[config.mk]
export PLATFORM = sky130hd
export DESIGN_NAME = branch_history_predictor_flat
export DESIGN_NICKNAME = d
export VERILOG_FILES = /design/src/rtl/branch_history_predictor_pkg.sv /design/src/rtl/branch_history_predictor_if.sv /design/src/rtl/branch_history_predictor_sat_counter.sv /design/src/rtl/branch_history_predictor.sv /design/src/flat_wrapper.sv
export SDC_FILE = /design/constraint.sdc
export NUM_CORES = 1
export LEC_CHECK = 0
export BUFFER_PORTS_ARGS = -buffer_cell sky130_fd_sc_hd__buf_2
export CORE_MARGIN = 2
export CORE_UTILIZATION = 52
export DETAILED_ROUTE_END_ITERATION = 7
export GPL_TIMING_DRIVEN = 0
export PLACE_DENSITY = 0.83
export SKIP_CTS_REPAIR_TIMING = 1
export SYNTH_ARGS = -nofsm -noshare
export SYNTH_HDL_FRONTEND = slang
export SYNTH_HIERARCHICAL = 1
export SYNTH_SLANG_ARGS = --single-unit
[constraint.sdc]
create_clock -name clk -period 5.93 [get_ports clk]
set_clock_uncertainty 0.15 [all_clocks]
set_input_delay 0.593 -clock clk [delete_from_list [all_inputs] [get_ports clk]]
set_output_delay 0.593 -clock clk [all_outputs]
set_load 0.01 [all_outputs]
[src/rtl/branch_history_predictor_pkg.sv]
// Shared types and helpers for the branch direction predictor: counter limits and index hash.
package bp_pkg;

  localparam int unsigned PC_W   = 32;
  localparam int unsigned PERF_W = 32;

  // Reset value of every counter: the not-taken side, one step below the taken threshold.
  function automatic int unsigned weak_nt(input int unsigned ctr_bits);
    return (32'd1 << (ctr_bits - 32'd1)) - 32'd1;
  endfunction

  function automatic int unsigned ctr_max(input int unsigned ctr_bits);
    return (32'd1 << ctr_bits) - 32'd1;
  endfunction

  // Table index: PC bits above pc_lsb, XORed with the global history in gshare mode.
  function automatic logic [31:0] bp_index(input logic [31:0]  pc,
                                           input logic [31:0]  ghr,
                                           input int unsigned  idx_w,
                                           input int unsigned  pc_lsb);
    logic [31:0] mask;
    mask = (32'd1 << idx_w) - 32'd1;
    return ((pc >> pc_lsb) ^ ghr) & mask;
  endfunction

endpackage

[src/rtl/branch_history_predictor_if.sv]
// Lookup/update/perf bundle between the fetch/execute pipeline and the predictor.
interface branch_history_predictor_if
  import bp_pkg::*;
#(
  parameter int unsigned IDX_W = 6
);
  logic [PC_W-1:0]   lookup_pc;
  logic              pred_taken;
  logic [IDX_W-1:0]  pred_index;
  logic              update_valid;
  logic [IDX_W-1:0]  update_index;
  logic              update_taken;
  logic              update_mispredict;
  logic [PERF_W-1:0] branch_count;
  logic [PERF_W-1:0] mispredict_count;

  modport master (
    output lookup_pc, update_valid, update_index, update_taken, update_mispredict,
    input  pred_taken, pred_index, branch_count, mispredict_count
  );

  modport slave (
    input  lookup_pc, update_valid, update_index, update_taken, update_mispredict,
    output pred_taken, pred_index, branch_count, mispredict_count
  );
endinterface

[src/rtl/branch_history_predictor_sat_counter.sv]
// One predictor table entry: up/down saturating counter with synchronous clear to weakly-not-taken.
module bp_sat_counter
  import bp_pkg::*;
#(
  parameter int unsigned CTR_BITS = 2
) (
  input  logic                clk,
  input  logic                rst,
  input  logic                inc_en,
  input  logic                dec_en,
  output logic [CTR_BITS-1:0] value
);

  localparam logic [CTR_BITS-1:0] CTR_MAX = CTR_BITS'(ctr_max(CTR_BITS));
  localparam logic [CTR_BITS-1:0] WEAK_NT = CTR_BITS'(weak_nt(CTR_BITS));

  logic [CTR_BITS-1:0] value_q;
  logic [CTR_BITS-1:0] value_d;

  always_comb begin
    value_d = value_q;
    if (inc_en && (value_q != CTR_MAX)) begin
      value_d = value_q + CTR_BITS'(1);
    end else if (dec_en && (value_q != '0)) begin
      value_d = value_q - CTR_BITS'(1);
    end
  end

  always_ff @(posedge clk) begin
    if (rst) begin
      value_q <= WEAK_NT;
    end else begin
      value_q <= value_d;
    end
  end

  assign value = value_q;

endmodule

[src/rtl/branch_history_predictor.sv]
// Per-PC branch direction predictor: bimodal or gshare table of saturating counters,
// combinational lookup for IF, resolved-outcome writeback from EX, saturating perf counters.
module branch_history_predictor
  import bp_pkg::*;
#(
  parameter int unsigned ENTRIES  = 64,
  parameter int unsigned CTR_BITS = 2,
  parameter int unsigned GHR_BITS = 0,
  parameter int unsigned PC_LSB   = 1
) (
  input logic                         clk,
  input logic                         rst,
  branch_history_predictor_if.slave   bus
);

  localparam int unsigned IDX_W = $clog2(ENTRIES);
  localparam int unsigned GHR_W = (GHR_BITS > 0) ? GHR_BITS : 1;

  if ((ENTRIES < 2) || ((ENTRIES & (ENTRIES - 1)) != 0)) begin : g_chk_entries
    $error("branch_history_predictor: ENTRIES must be a power of 2 and >= 2");
  end
  if (GHR_BITS > IDX_W) begin : g_chk_ghr
    $error("branch_history_predictor: GHR_BITS must not exceed IDX_W");
  end
  if ((CTR_BITS < 1) || (CTR_BITS > 4)) begin : g_chk_ctr
    $error("branch_history_predictor: CTR_BITS must be in 1..4");
  end

  logic [GHR_W-1:0]    ghr_q;
  logic [GHR_W-1:0]    ghr_d;
  logic [GHR_W-1:0]    ghr_shift;
  logic [31:0]         ghr_term;
  logic [IDX_W-1:0]    lookup_idx;
  logic [CTR_BITS-1:0] ctr_value [ENTRIES];
  logic [ENTRIES-1:0]  inc_en;
  logic [ENTRIES-1:0]  dec_en;
  logic [PERF_W-1:0]   branch_count_q;
  logic [PERF_W-1:0]   branch_count_d;
  logic [PERF_W-1:0]   mispredict_count_q;
  logic [PERF_W-1:0]   mispredict_count_d;

  // History shift: newest outcome enters at bit 0.
  if (GHR_BITS > 1) begin : g_ghr_shift
    assign ghr_shift = {ghr_q[GHR_W-2:0], bus.update_taken};
  end else begin : g_ghr_bit
    assign ghr_shift = bus.update_taken;
  end

  assign ghr_term   = (GHR_BITS > 0) ? 32'(ghr_q) : 32'd0;
  assign lookup_idx = IDX_W'(bp_index(bus.lookup_pc, ghr_term, IDX_W, PC_LSB));

  // Lookup reads the registered table, so a same-cycle update is not visible yet.
  assign bus.pred_index = lookup_idx;
  assign bus.pred_taken = ctr_value[lookup_idx][CTR_BITS-1];

  for (genvar i = 0; i < ENTRIES; i++) begin : g_entry
    assign inc_en[i] = bus.update_valid && (bus.update_index == IDX_W'(i)) && bus.update_taken;
    assign dec_en[i] = bus.update_valid && (bus.update_index == IDX_W'(i)) && !bus.update_taken;

    bp_sat_counter #(
      .CTR_BITS (CTR_BITS)
    ) u_ctr (
      .clk    (clk),
      .rst    (rst),
      .inc_en (inc_en[i]),
      .dec_en (dec_en[i]),
      .value  (ctr_value[i])
    );
  end

  always_comb begin
    ghr_d              = ghr_q;
    branch_count_d     = branch_count_q;
    mispredict_count_d = mispredict_count_q;
    if (bus.update_valid) begin
      ghr_d = ghr_shift;
      if (branch_count_q != '1) begin
        branch_count_d = branch_count_q + PERF_W'(1);
      end
      if (bus.update_mispredict && (mispredict_count_q != '1)) begin
        mispredict_count_d = mispredict_count_q + PERF_W'(1);
      end
    end
  end

  always_ff @(posedge clk) begin
    if (rst) begin
      ghr_q              <= '0;
      branch_count_q     <= '0;
      mispredict_count_q <= '0;
    end else begin
      ghr_q              <= ghr_d;
      branch_count_q     <= branch_count_d;
      mispredict_count_q <= mispredict_count_d;
    end
  end

  assign bus.branch_count     = branch_count_q;
  assign bus.mispredict_count = mispredict_count_q;

endmodule

[src/flat_wrapper.sv]
// flat-port wrapper written by rule: the top's interface ports become plain ports
module branch_history_predictor_flat import bp_pkg::*;
#(
  parameter int unsigned ENTRIES  = 64,
  parameter int unsigned CTR_BITS = 2,
  parameter int unsigned GHR_BITS = 0,
  parameter int unsigned PC_LSB   = 1
)
  (clk, rst, bus_lookup_pc, bus_update_valid, bus_update_index, bus_update_taken, bus_update_mispredict, bus_pred_taken, bus_pred_index, bus_branch_count, bus_mispredict_count);
  branch_history_predictor_if #(.IDX_W((6))) bus_i ();
  input logic clk;
  input logic rst;
  input wire logic [$bits(bus_i.lookup_pc)-1:0] bus_lookup_pc;
  input wire logic [$bits(bus_i.update_valid)-1:0] bus_update_valid;
  input wire logic [$bits(bus_i.update_index)-1:0] bus_update_index;
  input wire logic [$bits(bus_i.update_taken)-1:0] bus_update_taken;
  input wire logic [$bits(bus_i.update_mispredict)-1:0] bus_update_mispredict;
  output wire logic [$bits(bus_i.pred_taken)-1:0] bus_pred_taken;
  output wire logic [$bits(bus_i.pred_index)-1:0] bus_pred_index;
  output wire logic [$bits(bus_i.branch_count)-1:0] bus_branch_count;
  output wire logic [$bits(bus_i.mispredict_count)-1:0] bus_mispredict_count;
  assign bus_i.lookup_pc = bus_lookup_pc;
  assign bus_i.update_valid = bus_update_valid;
  assign bus_i.update_index = bus_update_index;
  assign bus_i.update_taken = bus_update_taken;
  assign bus_i.update_mispredict = bus_update_mispredict;
  assign bus_pred_taken = bus_i.pred_taken;
  assign bus_pred_index = bus_i.pred_index;
  assign bus_branch_count = bus_i.branch_count;
  assign bus_mispredict_count = bus_i.mispredict_count;
  branch_history_predictor #(.ENTRIES(ENTRIES), .CTR_BITS(CTR_BITS), .GHR_BITS(GHR_BITS), .PC_LSB(PC_LSB)) u_core (.clk(clk), .rst(rst), .bus(bus_i));
endmodule
Yosys cells after proc, flatten, opt, wreduce, memory -nomap -nowiden
Index checks and enable logic that the tools add are counted.

Bits in registers: 192. Output and inout bits: 71. Word-level logic and storage cells: 911.

Add/sub/neg operators: 130. $lt $le $gt $ge: 1. Equality and inequality tests: 129. Multiplexer cells: 131. Bitwise logic cells: 1. Reductions and logical operators: 453.

Operators by type and width (count): 1-bit logical AND (321); 2-bit 2-to-1 mux (130); 2-bit nonzero test (128); 6-bit equality test (second input constant) (32); 2-bit by 1-bit adder with 2-bit output (second input constant) (64); 2-bit != test (second input constant) (64); 2-bit by 1-bit subtractor with 2-bit output (second input constant) (64); 6-bit by 5-bit equality test with 1-bit output (second input constant) (16); 32-bit by 1-bit adder with 32-bit output (second input constant) (2); 32-bit != test (second input constant) (2); 6-bit by 4-bit equality test with 1-bit output (second input constant) (8); 6-bit by 3-bit equality test with 1-bit output (second input constant) (4); 2-bit binary-select mux with 6-bit select (1); 6-bit by 2-bit equality test with 1-bit output (second input constant) (2); 7-bit >= comparator (second input constant) (1); 6-bit inverter with 7-bit output (1); 6-bit by 1-bit equality test with 1-bit output (second input constant) (1); 6-bit zero test (1); 2-bit AND reduction (2); 1-bit zero test (1).

Depth between registers and ports, before layout
Gate-level depths: netlist of the first run.

Depth after elaboration: 6. Depth in mapped cells: 8. Depth with buffers taken out: 6.

Modules after synthesis
The synthesis of the first run kept the hierarchy.

Modules (own cells, without submodules): bp_sat_counter (times used 64, cells each 11, area an instance 91.3 um^2, sequential area each 40.0 um^2); branch_history_predictor (times used 1, cells each 613, area an instance 4610.7 um^2, sequential area each 1281.2 um^2).

Worst setup path after synthesis of the first run
OpenSTA, ideal clock, no wires.

Kind: input to output. Start: input bus_lookup_pc[2]. End: output bus_pred_taken. Arrival: 2.164 ns. Slack: 3.023 ns. Stages: 5. Path buffers: 1. Cell sequence: buf_6 -> mux4_1 -> mux4_2 -> or3b_1 -> o311a_1.

Word-level cells in the longest chain between the ends: 4.

RTL lines: start, declared (line flat_wrapper.sv:13) `input wire logic [$bits(bus_i.lookup_pc)-1:0] bus_lookup_pc;`; 6-bit inverter with 7-bit output (implied by the code) (line branch_history_predictor.sv:54) `assign bus.pred_taken = ctr_value[lookup_idx][CTR_BITS-1];`; 2-bit binary-select mux with 6-bit select (line branch_history_predictor.sv:54); 2-bit 2-to-1 mux (implied by the code) (2 in series) (line branch_history_predictor.sv:54); end, declared (line flat_wrapper.sv:18) `output wire logic [$bits(bus_i.pred_taken)-1:0] bus_pred_taken;`.

Every way passes these cells. The select of a mux whose other input is x is not followed.

Worst setup path after layout of the first run
Start: input bus_lookup_pc[3]. End: output bus_pred_taken.

The elaborated chain is that of the path after synthesis.

==> reports/metrics.cfg, run 1 <==
[run_status]
status = complete, no violations

[clock_tree]
clock_path_buffers = 2
cts_tree = built
cts_buffers = 17
cts-root-buf = clkbuf_16
insertion_delay_ns = 0.43
cts_max_level = 4
clkSinkCount = 192
clkTransAtPathRegs_ns = 0.06

[place]
hpwl_um = 18000
numPortBuffers = 84
gp_congestion = 0.849
dp_cells = 1667

[die]
die_y_um = 146
die-area_sq_mm = 0.0213
io_pins = 114
initial_core_util_pct = 53.4
coreArea_sq_mm = 0.0196
rows = 51
die_w_um = 146

[synthesis]
yosys_warnings = 6
synth_seq_cells = 192
syn-num-nets = 1362
syn_avg_cell_area_sq_um = 7.94
syn_area_sq_mm = 0.0105
yosysUniqueCellTypes = 54
seq_area_frac_synth_pct = 36.8
syn_inst = 1317

[sta]
setup_viol = 0
setup-tns-final_ns = 0
slew_viol_final = 0
min_period_over_period_pct = 58.9
hold_violations = 0
rsz0062_at_grt = no
slew_headroom_pct = 41.3
post-route-min-period_ns = 3.49
worstMarginPinSlew_ns = 0.874
max_freq_ghz = 0.286

[hold_path]
holdPathEnd = u_core/g_entry[61].u_ctr/value[0]
hold_depth = 1
hp-class = reg2reg
min_from = u_core/g_entry[61].u_ctr/value[0]

[worst_setup_path]
crit_buf_inv = 3
reg2reg_depth = 6
cp-start-kind = primary input
arrival_ns = 2.75
r2r-start = u_core/bus.branch_count[22]
crit_family = buffers and inverters
path_cells = clkbuf_1 > buf_2 > mux4_2 > mux2_2 > nand2_1 > a211oi_1 > o311a_1 > buf_2
path_class = in2out
cp-end-kind = primary output
path_max_fanout = 10
rr_endpoint = u_core/bus.branch_count[13]
reg2reg_slack_ns = 3.43
critPathMaxStageDelay_ns = 0.43
cp_slowest_cell = buf_2
path_common_cell = buf_2
cp.required_ns = 5.19

[final_layout]
antennaDiodeCount = 0
nNetsFinal = 1466
layout_commonest_cell = nor2_1
mostFrequentLayoutCells = nor2_1, dfxtp_1, a21oi_1
drive_gt1_share_pct = 15.6
area_growth_pct = 13.2
stdcell_count = 1697
n_fill_cell = 1658

[routing]
initialDrtViolationCount = 848
ant_nets = 0
wl_um = 26400
num_vias = 10000
dr.pass1.iters = 5
drc = 0
vias_per_cell = 5.89
wl_per_cell_um = 15.5

[pwr]
powerDensity_mw_per_mm2 = 220
ir_drop_uv = 187
power.leakage_nw = 3.94

[grt]
grt_pass1_wl_um = 43300
grt_start_max_net_pins = 70
grt_usage_pct = 24.3
antenna_found_initial = 0
grt_overflow = 0
grt_pass1_vias = 9052

[run]
max_cap_violations = 0

==> state kept, by name, summed over array words and instances (netlist names) <==
register / flops
u_core/g_entry.u_ctr/value: 128
u_core/bus.branch_count: 32
u_core/bus.mispredict_count: 32
==> power breakdown <==
group | leakage (nW) | switching, mW | internal, mW | total, mW
Clock | 0.285 | 0.514 | 0.665 | 1.18
Sequential | 1.55 | 0.00784 | 1.30 | 1.30
Combinational | 2.11 | 0.0874 | 0.0378 | 0.125
==> routing by layer <==
| layer | share of wire (%) | global-route usage (%) |
|---|---|---|
| met5 | 0 | 0 |
| met4 | 1.9 | 8.38 |
| met3 | 6.8 | 4.45 |
| met2 | 48 | 40.9 |
| met1 | 43 | 31.5 |
==> layout make-up <==
type,count,area (sq um),area share (%)
clock buffer,18,429,3.63
multi-input combinational,1021,6180,52.3
buffer,36,174,1.47
timing repair buffer,85,454,3.84
tap,265,332,2.80
sequential,192,3840,32.5
inverter,68,255,2.16
clock inverter,12,161,1.36
==> metrics by stage <==
stage	worst slack [ns]	power (mW)	hold slack, ns	util [%]	area (sq um)
2_1_floorplan	3.02	1.40	0.285	-	10500
4_1_cts	2.49	2.62	0.314	60.4	11800
3_5_place_dp	2.53	1.46	0.305	57.4	11200
6_report	2.44	2.61	0.312	60.4	11800
3_3_place_gp	1.41	1.45	0.299	57.2	11200
5_1_grt	2.31	2.69	0.332	60.4	11800
==> cell families (layout without fill, tap and decap cells) <==
kind of cell | after synthesis | count (layout) | synth area share [%]
buf+inv | 104 | 219 | 4.10
fa+ha+maj | 2 | 2 | 0.239
flops | 192 | 192 | 36.8
simple gates | 630 | 630 | 33.9
xor+xnor | 20 | 20 | 1.68
compound gates | 338 | 338 | 18.1
mux | 31 | 31 | 5.22
==> cells in the mapped netlist (all sizes together) <==
cell type / instances / area (sq um)
nand4: 23 / 150
a31oi: 66 / 413
o41a: 1 / 11.3
nand2: 41 / 154
mux2i: 5 / 50.1
nor2b: 18 / 113
and3: 11 / 68.8
or3b: 1 / 8.76
or3: 24 / 150
mux4: 16 / 383
inv: 68 / 255
o311ai: 1 / 8.76
nor2: 236 / 886
clkbuf: 21 / 78.8
o2111ai: 2 / 17.5
a211oi: 3 / 22.5
buf: 15 / 95.1
nor4: 13 / 115
nand3: 36 / 180
o31ai: 7 / 85.1
o21ai: 92 / 460
nor3: 70 / 676
and4: 14 / 123
dfxtp: 192 / 3840
o21ba: 1 / 10.0
a2111oi: 1 / 8.76
xor2: 13 / 114
nand2b: 129 / 807
o211ai: 5 / 47.5
a311oi: 1 / 8.76
mux2: 10 / 113
o21a: 2 / 15.0
nor3b: 1 / 7.51
ha: 2 / 25.0
a21oi: 155 / 776
xnor2: 7 / 61.3
o311a: 1 / 10.0
and4b: 1 / 10.0
and3b: 1 / 8.76
nor4b: 2 / 17.5
or4: 8 / 60.1
nand4b: 1 / 8.76
==> how the worst max path moves through the flow <==
stage,start,to,slack (ns),depth (start not counted)
6_report,bus_lookup_pc[3],bus_pred_taken,2.44,8
5_1_grt,bus_lookup_pc[3],bus_pred_taken,2.31,8
4_1_cts,bus_lookup_pc[3],bus_pred_taken,2.49,8
3_5_place_dp,bus_lookup_pc[3],bus_pred_taken,2.53,8
3_3_place_gp,rst,u_core/bus.mispredict_count[30],1.41,5
2_1_floorplan,bus_lookup_pc[2],bus_pred_taken,3.02,5
(Power assumes the default switching activity.)
==> run 2: changes to the inputs <==
--- a/config.mk
+++ b/config.mk
@@ -10,7 +10,7 @@
 export CORE_UTILIZATION = 52
 export DETAILED_ROUTE_END_ITERATION = 7
 export GPL_TIMING_DRIVEN = 0
-export PLACE_DENSITY = 0.83
+export PLACE_DENSITY = 0.86
 export SKIP_CTS_REPAIR_TIMING = 1
 export SYNTH_ARGS = -nofsm -noshare
 export SYNTH_HDL_FRONTEND = slang
==> constraint.sdc (replaced) <==
create_clock -name clk -period 2.9 [get_ports clk]
set_clock_uncertainty 0.15 [all_clocks]
set_input_delay 0.29 -clock clk [delete_from_list [all_inputs] [get_ports clk]]
set_output_delay 0.29 -clock clk [all_outputs]
set_load 0.01 [all_outputs]
==> reports/metrics.cfg, run 2 (synthesized netlist as in run 1, its figures left out) <==
[pwr]
clkPwrFrac_pct = 45.2
p_total_mw = 5.34
p_int_mw = 4.11
power.leakage_nw = 3.93
p_sw_share_pct = 23.0
p_switching_mw = 1.23
powerDensity_mw_per_mm2 = 451
ir_drop_uv = 348
pwr-share-seq_pct = 49.9
p_comb_share_pct = 4.8

[sta]
slew_viol_final = 0
setup_viol = 0
worstMarginPinSlew_ns = 0.786
max_freq_ghz = 0.348
setup-tns-final_ns = 0
post-route-min-period_ns = 2.87
hold_violations = 0
min_period_over_period_pct = 99.0
slew_headroom_pct = 47.1
rsz0062_at_grt = no

[grt]
grt_pass1_vias = 9365
antenna_found_initial = 0
grt_usage_pct = 24.4
grt_start_max_net_pins = 99
grt_pass1_wl_um = 43500
grt_overflow = 0

[worst_setup_path]
reg2reg_depth = 6
crit_start = u_core/g_entry[55].u_ctr/value[1]
path_class = reg2out
arrival_ns = 2.43
r2r-start = u_core/bus.branch_count[23]
path_max_fanout = 5
cp.required_ns = 2.46
critPathCapture = bus_pred_taken
reg2reg_slack_ns = 0.35
cp-end-kind = primary output
cp-start-kind = flop
rr_endpoint = u_core/bus.branch_count[13]

[final_layout]
area_growth_pct = 13.3
largest_register_ffs = 128
nNetsFinal = 1466
drive_gt1_share_pct = 16.3
mostFrequentLayoutCells = nor2_1, dfxtp_1, a21oi_1
antennaDiodeCount = 0
layout_commonest_cell = nor2_1

[routing]
num_vias = 10200
wl_um = 26700
highest_layer = met4
wl_met2_um = 12800
dr.pass1.iters = 6
ant_nets = 0
met3_length_um = 2170
initialDrtViolationCount = 815
met1_length_um = 11100
vias_per_cell = 6.01
drc = 0
wl_per_cell_um = 15.7

[place]
gp_congestion = 0.871
hpwl_um = 18200
numPortBuffers = 84

[die]
die-area_sq_mm = 0.0213
die_y_um = 146
io_pins = 114
rows = 51
initial_core_util_pct = 53.4
coreArea_sq_mm = 0.0196
die_w_um = 146

[clock_tree]
clkSinkCount = 192
insertion_delay_ns = 0.43
cts_buffers = 17
clkTransAtPathRegs_ns = 0.07
cts_max_level = 4
cts-root-buf = clkbuf_16
clock_path_buffers = 2
cts_tree = built

[hold_path]
hp-class = in2reg

[run_status]
status = complete, no violations

[run]
max_cap_violations = 0

==> run 2: changes by cell type in the layout (fill, tap and decap cells not counted), moves of 3 or more <==
cell | before | now
dfxtp_1 | 192 | 188
mux4_2 | 10 | 13
dfxtp_2 | 0 | 4
mux4_1 | 6 | 3
==> run 2: metrics by stage <==
stage               cell area, sq um  setup WS [ns]  std cells  hold slack (ns)  util (%)
floorplan                      10500          0.599       1317            0.210         -
CTS                            11800        -0.0198       1699            0.103      60.5
detailed placement             11200         0.0748       1667            0.303      57.4
global placement               11200          -1.31       1666            0.295      57.2
global route                   11800       0.000985       1699            0.142      60.5
finish                         11800         0.0285       1699            0.119      60.5
==> run 2: worst min path at each step <==
stage,startpoint,end,slack (ns),depth (start not counted)
floorplan,rst,u_core/g_entry[0].u_ctr/value[1],0.21,1
global placement,u_core/g_entry[3].u_ctr/value[0],u_core/g_entry[3].u_ctr/value[0],0.30,1
detailed placement,u_core/g_entry[55].u_ctr/value[0],u_core/g_entry[55].u_ctr/value[0],0.30,1
CTS,bus_update_mispredict,u_core/bus.mispredict_count[2],0.10,4
global route,bus_update_mispredict,u_core/bus.mispredict_count[5],0.14,4
finish,bus_update_mispredict,u_core/bus.mispredict_count[2],0.12,4
==> run 2: layout make-up <==
type                            instances  area, sq um
Inverter                               68          255
Fill cell                            1644         7750
Clock buffer                           19          443
Buffer                                 36          175
Sequential cell                       192         3850
Tap cell                              265          332
Timing Repair Buffer                   85          454
Multi-Input combinational cell       1021         6170
Clock inverter                         13          163
==> run 2: layer usage <==
metal  vias to the layer above  global-route usage [%]
met5                         -                       0
met4                         0                    9.51
met1                      4831                    30.7
met2                       425                    41.0
met3                        52                    4.98
li1                       4907                       -
==> run 2: power by group through the flow <==
stage	Clock (mW)	Combinational [mW]	Sequential, mW
floorplan	0	0.133	2.73
global placement	0	0.240	2.73
detailed placement	0	0.251	2.73
CTS	2.45	0.253	2.67
global route	2.55	0.276	2.67
finish	2.42	0.258	2.67
==> run 2: worst max-delay path: stages (launching register included) <==
cell	delay, ns
dfxtp_2	0.34
mux4_2	0.50
mux4_2	0.52
or3b_1	0.37
o311a_1	0.13
buf_2	0.15
